File: src/rtl/calc_op_sequencer_if.sv
// Button/switch inputs and result/func/LED outputs of the calculator front-end.
interface calc_op_sequencer_if;
  logic        btn_clear;
  logic        btn_load_a;
  logic        btn_load_b;
  logic        btn_op;
  logic        btn_exec;
  logic [7:0]  sw;
  logic [13:0] result;
  logic [2:0]  func;
  logic [7:0]  led;

  modport master (
    output btn_clear, btn_load_a, btn_load_b, btn_op, btn_exec, sw,
    input  result, func, led
  );

  modport slave (
    input  btn_clear, btn_load_a, btn_load_b, btn_op, btn_exec, sw,
    output result, func, led
  );
endinterface

File: src/rtl/calc_op_sequencer.sv
// Calculator front-end: debounced buttons, operand latches, ADD/SUB in 1 cycle, MUL/DIV in 8.
// Result lands 2 cycles (ADD/SUB) or 9 cycles (MUL/DIV) after the accepted exec pulse.
module calc_op_sequencer #(
  parameter int DEBOUNCE_CYCLES = 50000,
  parameter int DB_W            = 16
) (
  input logic               clock,
  input logic               reset_n,
  calc_op_sequencer_if.slave bus
);
  typedef enum logic [1:0] {IDLE, EXEC, DONE, ERR} state_t;

  localparam logic [DB_W-1:0] DB_MAX = DB_W'(DEBOUNCE_CYCLES - 1);

  // Button index order doubles as priority order: clear, exec, load_a, load_b, op.
  logic [4:0]      raw, sync1, sync2, lvl, pulse;
  logic [DB_W-1:0] db_cnt [5];

  assign raw = {bus.btn_op, bus.btn_load_b, bus.btn_load_a, bus.btn_exec, bus.btn_clear};

  always_ff @(posedge clock or negedge reset_n) begin
    if (!reset_n) begin
      sync1 <= '0;
      sync2 <= '0;
      lvl   <= '0;
      for (int i = 0; i < 5; i++) db_cnt[i] <= '0;
    end else begin
      sync1 <= raw;
      sync2 <= sync1;
      for (int i = 0; i < 5; i++) begin
        if (sync2[i] == lvl[i]) begin
          db_cnt[i] <= '0;
        end else if (db_cnt[i] == DB_MAX) begin
          lvl[i]    <= sync2[i];
          db_cnt[i] <= '0;
        end else begin
          db_cnt[i] <= db_cnt[i] + 1'b1;
        end
      end
    end
  end

  // Pulse fires in the same cycle the new high level is accepted.
  always_comb begin
    pulse = '0;
    for (int i = 0; i < 5; i++) pulse[i] = sync2[i] & ~lvl[i] & (db_cnt[i] == DB_MAX);
  end

  logic win_clear, win_exec, win_load_a, win_load_b, win_op;
  assign win_clear  = pulse[0];
  assign win_exec   = pulse[1] & ~pulse[0];
  assign win_load_a = pulse[2] & ~|pulse[1:0];
  assign win_load_b = pulse[3] & ~|pulse[2:0];
  assign win_op     = pulse[4] & ~|pulse[3:0];

  state_t      state, state_nxt;
  logic [7:0]  op_a, op_b, op_a_nxt, op_b_nxt;
  logic [1:0]  op_sel, op_sel_nxt;
  logic [13:0] res_q, res_nxt;
  logic        neg_q, neg_nxt, err_q, err_nxt;
  logic [2:0]  iter, iter_nxt;
  logic [15:0] acc, acc_nxt;
  logic [7:0]  quo, quo_nxt;

  // Shared 16-bit adder/subtractor; bit 16 is the carry/borrow.
  logic        a_lt_b, alu_sub, div_ok, mul_ovf, last_step;
  logic [15:0] alu_x, alu_y, rem_nxt;
  logic [16:0] alu_out;
  logic [7:0]  quo_shift;
  logic [13:0] fin_res;
  logic        fin_neg, fin_err;

  assign a_lt_b = op_a < op_b;

  always_comb begin
    alu_x   = '0;
    alu_y   = '0;
    alu_sub = 1'b0;
    case (op_sel)
      2'd0: begin
        alu_x = {8'd0, op_a};
        alu_y = {8'd0, op_b};
      end
      2'd1: begin
        alu_sub = 1'b1;
        alu_x   = a_lt_b ? {8'd0, op_b} : {8'd0, op_a};
        alu_y   = a_lt_b ? {8'd0, op_a} : {8'd0, op_b};
      end
      2'd2: begin
        alu_x = acc;
        alu_y = op_b[iter] ? ({8'd0, op_a} << iter) : 16'd0;
      end
      default: begin
        // Restoring division: shift next dividend bit (MSB first) into the remainder.
        alu_sub = 1'b1;
        alu_x   = {acc[14:0], op_a[3'd7 - iter]};
        alu_y   = {8'd0, op_b};
      end
    endcase
    alu_out = alu_sub ? ({1'b0, alu_x} - {1'b0, alu_y}) : ({1'b0, alu_x} + {1'b0, alu_y});
  end

  assign div_ok    = ~alu_out[16];
  assign rem_nxt   = div_ok ? alu_out[15:0] : alu_x;
  assign quo_shift = {quo[6:0], div_ok};
  assign mul_ovf   = alu_out[15:0] > 16'd9999;
  assign last_step = ~op_sel[1] | (iter == 3'd7);

  always_comb begin
    fin_res = alu_out[13:0];
    fin_neg = 1'b0;
    fin_err = 1'b0;
    case (op_sel)
      2'd1: fin_neg = a_lt_b;
      2'd2: begin
        fin_err = mul_ovf;
        if (mul_ovf) fin_res = 14'd9999;
      end
      2'd3: fin_res = {6'd0, quo_shift};
      default: ;
    endcase
  end

  always_comb begin
    state_nxt  = state;
    op_a_nxt   = op_a;
    op_b_nxt   = op_b;
    op_sel_nxt = op_sel;
    res_nxt    = res_q;
    neg_nxt    = neg_q;
    err_nxt    = err_q;
    iter_nxt   = iter;
    acc_nxt    = acc;
    quo_nxt    = quo;
    if (win_clear) begin
      state_nxt  = IDLE;
      op_a_nxt   = '0;
      op_b_nxt   = '0;
      op_sel_nxt = 2'd0;
      res_nxt    = '0;
      neg_nxt    = 1'b0;
      err_nxt    = 1'b0;
    end else if (state == EXEC) begin
      iter_nxt = iter + 3'd1;
      acc_nxt  = (op_sel == 2'd3) ? rem_nxt : alu_out[15:0];
      quo_nxt  = quo_shift;
      if (last_step) begin
        res_nxt   = fin_res;
        neg_nxt   = fin_neg;
        err_nxt   = fin_err;
        state_nxt = DONE;
      end
    end else if (win_exec) begin
      neg_nxt = 1'b0;
      err_nxt = 1'b0;
      if (op_sel == 2'd3 && op_b == 8'd0) begin
        state_nxt = ERR;
        res_nxt   = '0;
        err_nxt   = 1'b1;
      end else begin
        state_nxt = EXEC;
        iter_nxt  = '0;
        acc_nxt   = '0;
        quo_nxt   = '0;
      end
    end else if (win_load_a) begin
      op_a_nxt  = bus.sw;
      state_nxt = IDLE;
    end else if (win_load_b) begin
      op_b_nxt  = bus.sw;
      state_nxt = IDLE;
    end else if (win_op) begin
      op_sel_nxt = op_sel + 2'd1;
      state_nxt  = IDLE;
    end
  end

  always_ff @(posedge clock or negedge reset_n) begin
    if (!reset_n) begin
      state  <= IDLE;
      op_a   <= '0;
      op_b   <= '0;
      op_sel <= 2'd0;
      res_q  <= '0;
      neg_q  <= 1'b0;
      err_q  <= 1'b0;
      iter   <= '0;
      acc    <= '0;
      quo    <= '0;
    end else begin
      state  <= state_nxt;
      op_a   <= op_a_nxt;
      op_b   <= op_b_nxt;
      op_sel <= op_sel_nxt;
      res_q  <= res_nxt;
      neg_q  <= neg_nxt;
      err_q  <= err_nxt;
      iter   <= iter_nxt;
      acc    <= acc_nxt;
      quo    <= quo_nxt;
    end
  end

  assign bus.result = res_q;
  assign bus.func   = {neg_q, op_sel};
  assign bus.led    = {neg_q, err_q, state == DONE, state == EXEC, 4'b0001 << op_sel};
endmodule

File: src/flat_wrapper.sv
// flat-port wrapper written by rule: the top's interface ports become plain ports
module calc_op_sequencer_flat 
#(
  parameter int DEBOUNCE_CYCLES = 50000,
  parameter int DB_W            = 16
)
  (clock, reset_n, bus_btn_clear, bus_btn_load_a, bus_btn_load_b, bus_btn_op, bus_btn_exec, bus_sw, bus_result, bus_func, bus_led);
  calc_op_sequencer_if bus_i ();
  input logic clock;
  input logic reset_n;
  input wire logic [$bits(bus_i.btn_clear)-1:0] bus_btn_clear;
  input wire logic [$bits(bus_i.btn_load_a)-1:0] bus_btn_load_a;
  input wire logic [$bits(bus_i.btn_load_b)-1:0] bus_btn_load_b;
  input wire logic [$bits(bus_i.btn_op)-1:0] bus_btn_op;
  input wire logic [$bits(bus_i.btn_exec)-1:0] bus_btn_exec;
  input wire logic [$bits(bus_i.sw)-1:0] bus_sw;
  output wire logic [$bits(bus_i.result)-1:0] bus_result;
  output wire logic [$bits(bus_i.func)-1:0] bus_func;
  output wire logic [$bits(bus_i.led)-1:0] bus_led;
  assign bus_i.btn_clear = bus_btn_clear;
  assign bus_i.btn_load_a = bus_btn_load_a;
  assign bus_i.btn_load_b = bus_btn_load_b;
  assign bus_i.btn_op = bus_btn_op;
  assign bus_i.btn_exec = bus_btn_exec;
  assign bus_i.sw = bus_sw;
  assign bus_result = bus_i.result;
  assign bus_func = bus_i.func;
  assign bus_led = bus_i.led;
  calc_op_sequencer #(.DEBOUNCE_CYCLES(DEBOUNCE_CYCLES), .DB_W(DB_W)) u_core (.clock(clock), .reset_n(reset_n), .bus(bus_i));
endmodule
File: config.mk
export PLATFORM = sky130hd
export DESIGN_NAME = calc_op_sequencer_flat
export DESIGN_NICKNAME = d
export VERILOG_FILES = /design/src/rtl/calc_op_sequencer_if.sv /design/src/rtl/calc_op_sequencer.sv /design/src/flat_wrapper.sv
export SDC_FILE = /design/constraint.sdc
export NUM_CORES = 1
export LEC_CHECK = 0
export CORE_MARGIN = 2
export CORE_UTILIZATION = 30
export DETAILED_ROUTE_END_ITERATION = 10
export GPL_ROUTABILITY_DRIVEN = 1
export MAX_ROUTING_LAYER = met4
export PLACE_DENSITY = 0.51
export SETUP_SLACK_MARGIN = 0.2
export SLEW_MARGIN = 40
export SYNTH_ARGS = -nofsm -noshare
export SYNTH_HDL_FRONTEND = slang
export SYNTH_SLANG_ARGS = --single-unit
File: constraint.sdc
create_clock -name clock -period 8.57 [get_ports clock]
set_input_delay 1.714 -clock clock [delete_from_list [all_inputs] [get_ports clock]]
set_output_delay 1.714 -clock clock [all_outputs]
set_load 0.005 [all_outputs]
==> results_tabular.tex, run 1 <==
\begin{tabular}{lr}
\hline
Metric & Value \\
\hline
\multicolumn{2}{l}{\textbf{Power}} \\
\quad Leakage power of the design & 4.79 nW \\
\quad Pwr/cell area & between 100 and 150 nW/um\^{}2 \\
\quad Max VDD drop & roughly 140 uV \\
\multicolumn{2}{l}{\textbf{Critical path}} \\
\quad Worst EP required & a little under 9000 ps \\
\quad Critical setup path kind & flip-flop to flip-flop \\
\quad Worst-path fanout max & 9 \\
\quad Startpoint of the worst register-to-register path & u\_core.op\_sel[1]\$\_DFFE\_PN0P\_ \\
\quad Critical Path Source Type & flip-flop \\
\quad Start point of the critical path & u\_core.op\_sel[1]\$\_DFFE\_PN0P\_ \\
\quad Arrival time of the worst setup path & 6830 ps \\
\quad Kind of capture point of the worst setup path & flip-flop \\
\multicolumn{2}{l}{\textbf{Finish}} \\
\quad Layout net count & 1,086 \\
\quad Cell area after layout & $\sim$11,000 um\^{}2 \\
\quad Layout cell share with drive strength beyond 1 & 0.0853 \\
\quad Total area of sequential cells & just under 4000 um\^{}2 \\
\quad Post-route non-filler standard cell count & 1,445 \\
\quad Synthesis-to-layout area growth & 14.1\% \\
\quad \# fillers & 3,166 \\
\quad Multi-input gate area in the final layout & 5260 um\^{}2 \\
\quad Count of antenna diodes in the layout & 0 \\
\multicolumn{2}{l}{\textbf{Die}} \\
\quad Die Outline Area & 33,000 um\^{}2 \\
\quad Total number of placement rows & 65 \\
\quad Std-Cell Core Area & roughly 31,000 um\^{}2 \\
\quad Effective utilization at floorplan & 0.302 \\
\quad Y dimension of the die & 182 um \\
\quad Number of placed I/O pins & 40 \\
\quad Width of the chip & around 180 um \\
\multicolumn{2}{l}{\textbf{Global routing}} \\
\quad Largest net degree at the start of global routing & 86 \\
\quad Remaining global-route overflow & 0 \\
\quad Global-route wire length before repair & 40.2 mm \\
\quad Initial antenna violation count & 0 \\
\quad Total routing resource utilization after global routing & 0.156 \\
\quad Via count of the first global-routing pass & 7,484 \\
\multicolumn{2}{l}{\textbf{Min path}} \\
\quad Type of the tightest min-delay check & flip-flop to flip-flop \\
\quad Start point of the worst hold path & u\_core.sync1[4]\$\_DFF\_PN0\_ \\
\multicolumn{2}{l}{\textbf{Clock tree}} \\
\quad Clock tree from TritonCTS & built \\
\quad Number of clock sinks seen by CTS & 157 \\
\quad Number of clock buffers inserted by TritonCTS & 17 \\
\quad Clk Latency, worst-skew pair & 430 ps \\
\quad Quantity of hold-fixing buffers added after cts & 0 \\
\quad CTS Root Buffer Type & clkbuf\_16 \\
\quad CTS H-tree lvls & 4 \\
\quad Resized Gates After CTS & 0 \\
\quad Clock-pin slew on the worst setup and hold paths & 70 ps \\
\quad Setup repair bufs after CTS & 0 \\
\quad Bufs on Longest Clock Path & 2 \\
\multicolumn{2}{l}{\textbf{Yosys}} \\
\quad Share of Yosys cell area claimed by the top area cell type & 0.415 \\
\quad Yosys warning count & 0 \\
\quad Number of synthesized register bits & approximately 160 \\
\quad Number of enable flip-flop cells after synthesis & 0 \\
\quad Synth area leader & dfrtp\_1 \\
\quad Most common cell in the synthesized netlist & dfrtp\_1 \\
\quad FFs w/ async S/R, synth & 1.00 \\
\quad Most used standard cells in the synthesized netlist & dfrtp\_1, nor2\_1, nand2\_1 \\
\quad Most used flip-flop cell after synthesis & dfrtp\_1 \\
\quad Post-synth net total & between 1,000 and 1,500 \\
\quad Synthesized area divided by synthesized cell count & 9.38 um\^{}2 \\
\quad Cell count after synthesis & 1,008 \\
\quad Post-synthesis instance area & around 9500 um\^{}2 \\
\quad Number of distinct library cells after synthesis & 76 \\
\quad Proportion of synthesized chip area in sequential cells & 0.415 \\
\quad Cell types occupying the most area after synthesis & dfrtp\_1, ha\_1, nor2\_1 \\
\multicolumn{2}{l}{\textbf{Routing}} \\
\quad First-pass iteration count of the detailed router & 7 \\
\quad \# DRC & 0 \\
\quad Vias after detailed routing & 7,495 \\
\quad DRT iter0 DRCs & 513 \\
\quad WL/cell & 16.7 um \\
\quad Aggregate routed wire length & 24.1 mm \\
\quad Remaining number of nets flagged by the antenna check after routing & 0 \\
\quad Via density per instance & 5.19 \\
\multicolumn{2}{l}{\textbf{Placement}} \\
\quad Final RePlAce weighted congestion & 0.885 \\
\quad Detail Placement HPWL & 17.8 mm \\
\quad Number of buffers inserted by port buffering & 39 \\
\quad Standard cell area after detailed placement & between 10,000 and 15,000 um\^{}2 \\
\quad Inst Count DP & 1,413 \\
\multicolumn{2}{l}{\textbf{Timing}} \\
\quad Final critical path time including I/O delays and setup & roughly 6500 ps \\
\quad Sum of negative setup slack & 0 ps \\
\quad Setup repair after global routing missed its margin & false \\
\quad Relative slew slack & 0.476 \\
\quad Final Max Tran Viols & 0 \\
\quad Worst-case clock skew & $\sim$16 ps \\
\quad Least-Margin Pin Slew & 781 ps \\
\quad Fmax & 153 MHz \\
\quad Post-route fraction of the period consumed by the critical path & 0.762 \\
\quad Setup-failing EPs final & 0 \\
\quad Endpoints failing hold & 0 \\
\multicolumn{2}{l}{\textbf{Status}} \\
\quad Run status & complete, no violations \\
\multicolumn{2}{l}{\textbf{Run}} \\
\quad Total of max-cap violations & 0 \\
\hline
\end{tabular}
## through the flow
stage | hold slack [ps] | utilization | setup WS, ps | power (mW)
5_1_grt | 356 | 0.345 | 1440 | 1.56
4_1_cts | 353 | 0.344 | 2040 | 1.53
3_5_place_dp | 337 | 0.327 | 2060 | 0.811
6_report | 351 | 0.345 | 2040 | 1.50
3_3_place_gp | 335 | 0.326 | 2030 | 0.811
2_1_floorplan | 331 | - | 3110 | 0.784
## per-layer routing
layer	global-route usage	part of all wire	routed length [um]
met3	0.0269	0.038	919
met4	0.0459	0.019	447
met5	-	0	0
met1	0.196	0.46	11000
met2	0.258	0.49	11700
## final timing paths
path | to | slack (ps) | cells past startpoint
worst min register to register | u_core.sync2[4]$_DFF_PN0_ | 350 | 0
max in group asynchronous | u_core.iter[0]$_DFFE_PN0P_ | 6090 | 2
min in group asynchronous | u_core.db_cnt[41]$_DFF_PN0_ | 1350 | 1
worst min-delay path | u_core.sync2[4]$_DFF_PN0_ | 350 | 0
worst max-delay path | u_core.bus.result[6]$_DFFE_PN0P_ | 2040 | 22
worst max register to register | u_core.bus.result[6]$_DFFE_PN0P_ | 2040 | 22
## kinds of logic after synthesis
kind of cell / share of synthesized area
and+or+nand+nor: 0.219
AOI/OAI and AO/OA: 0.154
buffers and inverters: 0.0325
DFF: 0.415
xor gates and xnor gates: 0.0759
adders and majority gates: 0.0550
muxes: 0.0486
## power breakdown
group          internal (mW)  switching, mW  leakage [nW]
Sequential             0.749        0.00460          2.16
Combinational         0.0142         0.0275          2.37
Clock                  0.384          0.321         0.255
Total                   1.15          0.353          4.79
## sequential cells by signal, indices dropped and copies added (netlist names), 2 cells and up
signal / count
u_core.state: 2
u_core.quo: 7
u_core.bus.result: 14
u_core.op_sel: 2
u_core.op_b: 8
u_core.op_a: 8
u_core.acc: 16
u_core.db_cnt: 80
u_core.sync1: 5
u_core.iter: 3
u_core.sync2: 5
u_core.lvl: 5
## cells in the final DEF, fill, tap and decap left out, types with 8 or more instances in the layout
master	synthesis	layout
xor2_1	45	45
o21ai_0	45	45
nand4_1	19	19
mux2_2	21	21
o31ai_1	9	9
dfrtp_1	157	156
and2_1	32	32
xnor2_1	37	37
a22o_1	14	14
nor3_1	11	11
nand2_1	80	80
clkbuf_16	0	17
a222oi_1	8	8
a21oi_1	38	36
a221o_1	15	15
inv_1	32	32
nand2b_1	15	15
ha_1	40	40
nor2_1	129	128
a21o_1	8	8
clkdlybuf4s50_1	0	38
nand3_1	46	46
and3_1	30	30
## cell type report
class | count | area share
timing repair buffer | 43 | 0.0397
clock buffer | 19 | 0.0410
tap | 402 | 0.0466
inverter | 33 | 0.0115
sequential | 157 | 0.364
clock inverter | 13 | 0.00986
multi-input combinational | 778 | 0.487
## critical path, stage by stage (launching register included)
cell and delay, ps:
dfrtp_1 420, inv_1 100, ha_1 510, nor2b_1 210, o21ai_1 80, a21o_1 220, and2_4 180, a221oi_1 450
ha_1 270, nand3_1 100, or3_4 380, o31ai_1 370, nand2b_1 150, ha_1 410, a21oi_1 280, o211ai_1 200
a221oi_1 360, xnor2_1 270, nand3_1 130, o211a_1 270, o21ai_1 640, nand2b_1 290, o21ai_0 110
(Power assumes the default switching activity.)
==> run 2, diff against run 1 <==
==> constraint.sdc (replaced) <==
create_clock -name clock -period 6.4 [get_ports clock]
set_input_delay 1.28 -clock clock [delete_from_list [all_inputs] [get_ports clock]]
set_output_delay 1.28 -clock clock [all_outputs]
set_load 0.005 [all_outputs]
==> results_tabular.tex, run 2 (synthesis results as in run 1) <==
\begin{tabular}{lr}
\hline
Metric & Value \\
\hline
\multicolumn{2}{l}{\textbf{Status}} \\
\quad Run status & complete, no violations \\
\multicolumn{2}{l}{\textbf{Routing}} \\
\quad Aggregate routed wire length & 24.3 mm \\
\quad Via density per instance & 5.19 \\
\quad WL/cell & 16.5 um \\
\quad First-pass iteration count of the detailed router & 8 \\
\quad DRT iter0 DRCs & 626 \\
\quad \# DRC & 0 \\
\quad Vias after detailed routing & 7,622 \\
\quad Remaining number of nets flagged by the antenna check after routing & 0 \\
\multicolumn{2}{l}{\textbf{Finish}} \\
\quad Layout net count & 1,109 \\
\quad Flip-flop count of the largest register after layout & 80 \\
\quad Multi-input gate area in the final layout & 5290 um\^{}2 \\
\quad Register with the most flip-flops & u\_core.db\_cnt \\
\quad \# fillers & 3,150 \\
\quad Total area of sequential cells & 3930 um\^{}2 \\
\quad Commonest non-fill, non-tap cell in the layout & dfrtp\_1 \\
\quad Synthesis-to-layout area growth & 16.3\% \\
\quad Count of antenna diodes in the layout & 0 \\
\quad Commonest cells after routing, fill and taps aside & dfrtp\_1, nor2\_1, nand2\_1 \\
\quad Layout cell share with drive strength beyond 1 & 0.109 \\
\quad Post-route non-filler standard cell count & 1,468 \\
\multicolumn{2}{l}{\textbf{Critical path}} \\
\quad Setup slack on the worst flop-to-flop path & 680 ps \\
\quad Delay of the slowest critical-path stage & 480 ps \\
\quad Crit path capture & u\_core.acc[5]\$\_DFFE\_PN0P\_ \\
\quad Arrival time of the worst setup path & 6020 ps \\
\quad Worst-path cell chain & inv\_1 -> ha\_1 -> a211oi\_2 -> o21ai\_1 -> a21o\_1 -> and2\_4 -> a32oi\_1 -> ha\_1 -> nand3\_1 -> or3\_4 -> o31ai\_2 -> nand2b\_1 -> ha\_1 -> nand4\_1 -> o41ai\_1 -> a311oi\_2 -> nor3\_1 -> a21o\_1 -> nor4\_4 -> buf\_4 -> a221o\_1 \\
\quad Worst EP required & 6700 ps \\
\quad Crit path max-delay family & compound AO/OA/AOI/OAI gates \\
\quad Most repeated library cell on the critical path & ha\_1 \\
\quad Reg2Reg Capture Point & u\_core.acc[5]\$\_DFFE\_PN0P\_ \\
\quad Path depth of the worst reg2reg path & 21 \\
\quad Startpoint of the worst register-to-register path & u\_core.op\_b[5]\$\_DFFE\_PN0P\_ \\
\quad Master of the slowest instance on the critical path & nor3\_1 \\
\quad Kind of capture point of the worst setup path & flip-flop \\
\quad Buffers \& Inverters on Critical Path & 2 \\
\quad Worst-path fanout max & 12 \\
\quad Critical setup path kind & flip-flop to flip-flop \\
\quad Critical Path Source Type & flip-flop \\
\quad Start point of the critical path & u\_core.op\_b[5]\$\_DFFE\_PN0P\_ \\
\quad Crit. path cell count & 21 \\
\multicolumn{2}{l}{\textbf{Clock tree}} \\
\quad Clock-pin slew on the worst setup and hold paths & around 70 ps \\
\quad Number of clock sinks seen by CTS & 157 \\
\quad CTS Root Buffer Type & clkbuf\_16 \\
\quad Clk Latency, worst-skew pair & roughly 430 ps \\
\quad CTS H-tree lvls & 4 \\
\quad Clock tree from TritonCTS & built \\
\quad Bufs on Longest Clock Path & 2 \\
\quad Number of clock buffers inserted by TritonCTS & 17 \\
\multicolumn{2}{l}{\textbf{Global routing}} \\
\quad GR Layer Usage met1 & 0.197 \\
\quad Total routing resource utilization after global routing & 0.156 \\
\quad Via count of the first global-routing pass & 7,547 \\
\quad Met3 layer usage reported by global route & 0.0279 \\
\quad Largest net degree at the start of global routing & roughly 100 \\
\quad Global-route wire length before repair & 40.1 mm \\
\quad Initial antenna violation count & 0 \\
\quad Met2 Resource Use GR & 0.254 \\
\quad Remaining global-route overflow & 0 \\
\quad Peak-usage layer in the global routing report & met2 \\
\multicolumn{2}{l}{\textbf{Placement}} \\
\quad Detail Placement HPWL & around 18 mm \\
\quad Number of buffers inserted by port buffering & 39 \\
\quad Final RePlAce weighted congestion & 0.871 \\
\quad Inst Count DP & around 1,400 \\
\multicolumn{2}{l}{\textbf{Timing}} \\
\quad Setup repair after global routing missed its margin & false \\
\quad Fmax & 175 MHz \\
\quad Worst-case clock skew & 14.9 ps \\
\quad Setup-failing EPs final & 0 \\
\quad Post-route fraction of the period consumed by the critical path & 0.893 \\
\quad Endpoints failing hold & 0 \\
\quad Final Max Tran Viols & 0 \\
\quad Sum of negative setup slack & 0 ps \\
\quad Relative slew slack & 0.519 \\
\quad Least-Margin Pin Slew & between 700 and 800 ps \\
\quad Final critical path time including I/O delays and setup & 5720 ps \\
\multicolumn{2}{l}{\textbf{Power}} \\
\quad Total power draw & 2.00 mW \\
\quad Leakage power of the design & between 4 and 5 nW \\
\quad Pwr/cell area & 181 nW/um\^{}2 \\
\quad Max VDD drop & $\sim$170 uV \\
\multicolumn{2}{l}{\textbf{Die}} \\
\quad Effective utilization at floorplan & 0.302 \\
\quad Width of the chip & 182 um \\
\quad Total number of placement rows & 65 \\
\quad Die Outline Area & 33,000 um\^{}2 \\
\quad Y dimension of the die & 182 um \\
\quad Std-Cell Core Area & roughly 31,000 um\^{}2 \\
\quad Number of placed I/O pins & 40 \\
\multicolumn{2}{l}{\textbf{Run}} \\
\quad Total of max-cap violations & 0 \\
\multicolumn{2}{l}{\textbf{Min path}} \\
\quad Type of the tightest min-delay check & flip-flop to flip-flop \\
\hline
\end{tabular}
-- run 2: changes by cell type in the layout (fill, tap and decap cells not counted), sizes merged --
cell | previous run | this run
inv | 37 | 36
clkinvlp | 5 | 7
buf | 4 | 28
clkbuf | 20 | 18
-- run 2: final cells by class --
type / instances / share of cell area
multi-input combinational: 778 / 0.480
inverter: 33 / 0.0113
tap: 402 / 0.0457
sequential: 157 / 0.357
timing repair buffer: 66 / 0.0562
clock buffer: 18 / 0.0390
clock inverter: 14 / 0.0102
-- run 2: timing repair --
action / 4_1_cts / 5_1_grt
buffers inserted: 0 / 0
setup endpoints to repair: 0 / 32
resized for setup: 0 / 8
hold buffers: 0 / 0
-- run 2: metal layers --
layer  vias to the layer above  share of wire
met1                      3721           0.46
met5                         -              0
met3                        37          0.037
met4                         0          0.018
met2                       141           0.49
li1                       3723              -
-- run 2: worst min path at each step --
| stage | from | end | slack (ps) | cells after the start |
|---|---|---|---|---|
| 2_1_floorplan | u_core.sync1[0]$_DFF_PN0_ | u_core.sync2[0]$_DFF_PN0_ | 330 | 0 |
| 3_3_place_gp | u_core.sync1[4]$_DFF_PN0_ | u_core.sync2[4]$_DFF_PN0_ | 330 | 0 |
| 3_5_place_dp | u_core.sync1[4]$_DFF_PN0_ | u_core.sync2[4]$_DFF_PN0_ | 330 | 0 |
| 4_1_cts | u_core.sync1[4]$_DFF_PN0_ | u_core.sync2[4]$_DFF_PN0_ | 350 | 0 |
| 5_1_grt | u_core.sync1[4]$_DFF_PN0_ | u_core.sync2[4]$_DFF_PN0_ | 370 | 0 |
| 6_report | u_core.sync1[4]$_DFF_PN0_ | u_core.sync2[4]$_DFF_PN0_ | 350 | 0 |
-- run 2: stage by stage --
step	setup slack (ps)	hold slack (ps)	area [um^2]	utilization
2_1_floorplan	937	331	9460	-
5_1_grt	226	371	11000	0.351
3_3_place_gp	428	334	10400	0.331
6_report	683	349	11000	0.351
3_5_place_dp	367	335	10400	0.332
4_1_cts	358	351	10900	0.349
-- run 2: power breakdown --
group / internal, mW / total [mW] / switching [mW]
registers: 1.00 / 1.01 / 0.00633
logic: 0.0207 / 0.0575 / 0.0368
clock network: 0.502 / 0.928 / 0.427
total: 1.53 / 2.00 / 0.470
==> RTL edit 1, RTL diff (settings of run 2) <==
Remove the case item `2'd2` of the case on `op_sel`.
--- a/src/rtl/calc_op_sequencer.sv
+++ b/src/rtl/calc_op_sequencer.sv
@@ -85,10 +85,6 @@
         alu_sub = 1'b1;
         alu_x   = a_lt_b ? {8'd0, op_b} : {8'd0, op_a};
         alu_y   = a_lt_b ? {8'd0, op_a} : {8'd0, op_b};
-      end
-      2'd2: begin
-        alu_x = acc;
-        alu_y = op_b[iter] ? ({8'd0, op_a} << iter) : 16'd0;
       end
       default: begin
         // Restoring division: shift next dividend bit (MSB first) into the remainder.
Check against the original RTL: no difference found for any inputs over 10 cycles, from zero or initial values and one cycle with reset_n low; that may be too few to reach the edited logic, so the function may still have changed.
==> RTL edit 1 against run 2 <==
  * Wire length shrank 11%
  * Final area shrank 5.2%
  * Count of clock-buffer cells in the layout is the same
  * Power grew 4.1%
  * Cell count shrank 3.9%
  * Non-clock buffer count shrank 18
  * Area after synthesis shrank 3.8%
  * Worst setup slack gained 0.19 ns
  * Sequential cell count shrank 1
  * Global-route usage shrank 0.74 points
==> RTL edit 1: results (changes against run 2) <==
* Reg2reg setup slack at 0.88 ns (+0.19 ns)
* Clock buf/inv share at 5.62% (+0.69 points)
* Seq/Total Area, Yosys at 42.9% (+1.4 points)
* Post-DP Area at 0.00983 mm2 (-5.4%)
* TritonRoute pass-1 iters at 5 (-3)
* Leakage at 0.00467 uW (-4.4%)
* Via/cell ratio at 4.97 (-4.3%)
* Logic inverters at 39 (+18%)
* Multi-input logic portion of the cell area at 46.4% (-1.7 points)
* Relative slew slack at 51.7% (-0.13 points)
* Post-Route WL at 21700 um (-11%)
* Max IR drop VDD at 0.194 mV (+11%)
* First-pass GRT wire length at 36500 um (-8.9%)
* Layout fillers at 3014 (-4.3%)
* Initial DRC count at 476 (-24%)
* Total GRT Usage at 14.9% (-0.74 points)
* P_int at 1580 uW (+3.5%)
* Area of the multi-input gates at 0.00483 mm2 (-8.5%)
* Pin count of the biggest net entering global routing at 95 (-8.7%)
* Pre-CTS setup slack at 0.955 ns (+0.589 ns)
* Seq/total area at 37.5% (+1.7 points)
* Top cells by count, synth: dfrtp_1, nor2_1, nand2_1
* Avg Synthesized Cell Area at 9.21 um2 (-1.9%)
* CP Max Fanout at 17 (+5)
* Plain + repair buffers at 48 (-27%)
* Final nets at 1064 (-4.1%)
* Hpwl dp at 15700 um (-12%)
* Worst Skew at 0.0121 ns (-0.00280 ns)
* Syn Nets at 1044 (-1.9%)
* Final non-clock buffer share at 4.48% (-1.1 points)
* Multi-input gate count at 746 (-4.1%)
* Vias in the first global route at 7118 (-5.7%)
* Hold_ws at 0.349 ns (-0.000332 ns)
* Routability cong. at 0.840 (-3.6%)
* Max incr delay on CP at 0.55 ns (+0.07 ns)
* Outcome: complete, no violations
* Synth top area cells: dfrtp_1, nor2_1, ha_1
* Fin cells at 1411 (-3.9%)
* Ratio of cells with drive above 1 in the final layout at 7.25% (-3.6 points)
[RTL edit 1: logic make-up after synthesis]
logic type	share of synthesized area [%]
AND/OR/NAND/NOR	21.7
AO/OA/AOI/OAI	14.5
flip-flops	42.9
adder cells (fa/ha/maj)	5.72
multiplexers	2.08
buffers and inverters	4.03
XOR/XNOR	9.15
[RTL edit 1: path summary, 6_finish.rpt]
| kind | to | depth (start not counted) | start |
|---|---|---|---|
| worst max-delay path | u_core.acc[1] | 23 | u_core.op_b[2] |
| worst min-delay path | u_core.sync2[1] | 0 | u_core.sync1[1] |
| worst max register to register | u_core.acc[1] | 23 | u_core.op_b[2] |
| worst min register to register | u_core.sync2[1] | 0 | u_core.sync1[1] |
| max in group asynchronous | u_core.db_cnt[31] | 2 | reset_n |
| min in group asynchronous | u_core.db_cnt[56] | 1 | reset_n |
[RTL edit 1: power groups by stage]
stage	sequential, uW	clock, uW	combinational, uW
CTS	1000	1050	58.0
floorplan	1020	0	22.5
global placement	1020	0	57.2
finish	1000	1020	55.1
detailed placement	1020	0	58.0
global route	1000	1090	66.4
[RTL edit 1: routing by layer]
| layer | wire length [um] | vias up | global-route usage [%] | part of all wire, % |
|---|---|---|---|---|
| met4 | 380 | 0 | 4.71 | 1.8 |
| li1 | - | 3491 | - | - |
| met2 | 10600 | 103 | 24.7 | 49 |
| met5 | 0 | - | - | 0 |
| met3 | 686 | 30 | 2.28 | 3.2 |
| met1 | 9970 | 3387 | 18.7 | 46 |
[RTL edit 1: critical path: cells and delay by family, from the launching register on]
family | cells | cell delay [ns]
AO/OA/AOI/OAI | 13 | 2.61
adder cells (fa/ha/maj) | 3 | 0.95
flip-flops | 1 | 0.40
AND/OR/NAND/NOR | 4 | 0.87
buffers and inverters | 3 | 0.57
==> RTL edit 2, RTL diff (config.mk and constraints of run 2) <==
Without the edit above. `DEBOUNCE_CYCLES` is set to 50000 in 2 places; all go to 25000.
--- a/src/rtl/calc_op_sequencer.sv
+++ b/src/rtl/calc_op_sequencer.sv
@@ -1,7 +1,7 @@
 // Calculator front-end: debounced buttons, operand latches, ADD/SUB in 1 cycle, MUL/DIV in 8.
 // Result lands 2 cycles (ADD/SUB) or 9 cycles (MUL/DIV) after the accepted exec pulse.
 module calc_op_sequencer #(
-  parameter int DEBOUNCE_CYCLES = 50000,
+  parameter int DEBOUNCE_CYCLES = 25000,
   parameter int DB_W            = 16
 ) (
   input logic               clock,
--- a/src/flat_wrapper.sv
+++ b/src/flat_wrapper.sv
@@ -1,7 +1,7 @@
 // flat-port wrapper written by rule: the top's interface ports become plain ports
 module calc_op_sequencer_flat 
 #(
-  parameter int DEBOUNCE_CYCLES = 50000,
+  parameter int DEBOUNCE_CYCLES = 25000,
   parameter int DB_W            = 16
 )
   (clock, reset_n, bus_btn_clear, bus_btn_load_a, bus_btn_load_b, bus_btn_op, bus_btn_exec, bus_sw, bus_result, bus_func, bus_led);
Function: same outputs for any inputs over 10 cycles, from zero or initial values and one cycle with reset_n low; that may be too few to reach the edited logic, so the function may still have changed.
==> RTL edit 2 against run 2 <==
  * Power up 6.5%
  * Final area down 1.5%
  * Area after synthesis down 1.4%
  * Clock skew up 0.0084 ns
  * Wire length down 0.79%
  * Clock power up 13%
  * Worst setup slack worse by 0.0018 ns
  * Sequential cell count unchanged
==> RTL edit 2: results (changes against run 2) <==
* Outcome: complete, no violations
* Worst Skew at 0.0232 ns (+0.00837 ns)
* Post-Place Cells at 1439 (+0.28%)
* Top cell category: multi-input gates
* Clock buf/inv share at 5.55% (+0.63 points)
* Met3 wire len at 765 um (-15%)
* Total GRT Usage at 15.4% (-0.18 points)
* Post-Route WL at 24100 um (-0.79%)
* Synth top area cells: dfrtp_1, ha_1, nor2_1
* Final non-clock buffer share at 5.08% (-0.54 points)
* GR Util met2 at 25.3% (-0.11 points)
* Mux contribution to synthesized area at 4.37% (-0.48 points)
* FF-to-FF path depth at 20 (-4.8%)
* Syn Nets at 1086 (+2.1%)
* Launch point of the worst reg-to-reg path: u_core.op_sel[0]
* Layout clock buffers at 17 (-1)
* WL met1 at 11100 um (about the same)
* Routed wl met2 at 11700 um (-0.45%)
* Slew @ Worst Pin at 0.766 ns (+0.0469 ns)
* Avg Synthesized Cell Area at 9.05 um2 (-3.5%)
* Pre-CTS setup slack at 0.363 ns (-0.00304 ns)
* Post-synthesis compound-gate area fraction at 15.3% (-0.11 points)
* First-pass GRT wire length at 39500 um (-1.3%)
* Routability cong. at 0.850 (-2.5%)
* Post-DP Area at 0.0102 mm2 (-2.3%)
* Leakage at 0.00466 uW (-4.7%)
* Ratio of cells with drive above 1 in the final layout at 8.09% (-2.8 points)
* Seq/Total Area, Yosys at 42.1% (+0.60 points)
* Pin count of the biggest net entering global routing at 106 (+1.9%)
* Fin crit period at 5.72 ns (+0.00184 ns)
* Core Util, Final at 35.4% (+0.29 points)
* Max incr delay on CP at 0.50 ns (+0.02 ns)
* Top cells by count, synth: dfrtp_1, nor2_1, nand2_1
* Worst Setup EP: u_core.err_q
* Distinct cells, synth at 72 (-5.3%)
* Multi-input logic portion of the cell area at 47.2% (-0.86 points)
* Clk power at 1050 uW (+13%)
* Max IR drop VDD at 0.163 mV (-6.5%)
* Critical Path RT at 6.69 ns (about the same)
* Grt met3 use at 2.79% (about the same)
* Plain + repair buffers at 57 (-14%)
* Vias in the first global route at 7363 (-2.4%)
* Ys async rst share at 100% (unchanged)
* Power Dens Cells at 196 mW/mm2 (+8.2%)
* Drt wl/cell at 16.3 um (-1.1%)
* Total power at 2130 uW (+6.5%)
* Vias at 7584 (-0.50%)
* Reg2reg setup slack at 0.68 ns (about the same)
* Slowest cell on crit path: or3b_2
* Hpwl dp at 17200 um (-3.6%)
* Multi-input gate count at 791 (+1.7%)
* CP Max Fanout at 13 (+1)
* Logic inverters at 39 (+18%)
* Adder-cell share of the synthesized area at 5.58% (+0.079 points)
* XOR/XNOR Fraction of Synth Area at 8.36% (+0.77 points)
* Layout fillers at 3128 (-0.70%)
## RTL edit 2: changes by cell type after synthesis, sizes merged, moves of 8 or more
cell / run 2 / this run
a221o: 15 / 0
mux2i: 5 / 19
and2: 33 / 6
o21ai: 53 / 74
nand2: 80 / 124
mux2: 24 / 11
nand2b: 15 / 7
clkbuf: 27 / 36
and3: 30 / 15
## RTL edit 2: worst min-delay path by stage
stage | endpoint | cells after the start | start | slack [ns]
2_1_floorplan | u_core.sync2[0] | 0 | u_core.sync1[0] | 0.33
3_3_place_gp | u_core.sync2[3] | 0 | u_core.sync1[3] | 0.33
3_5_place_dp | u_core.sync2[3] | 0 | u_core.sync1[3] | 0.34
4_1_cts | u_core.sync2[3] | 0 | u_core.sync1[3] | 0.35
5_1_grt | u_core.sync2[3] | 0 | u_core.sync1[3] | 0.36
6_report | u_core.sync2[3] | 0 | u_core.sync1[3] | 0.35
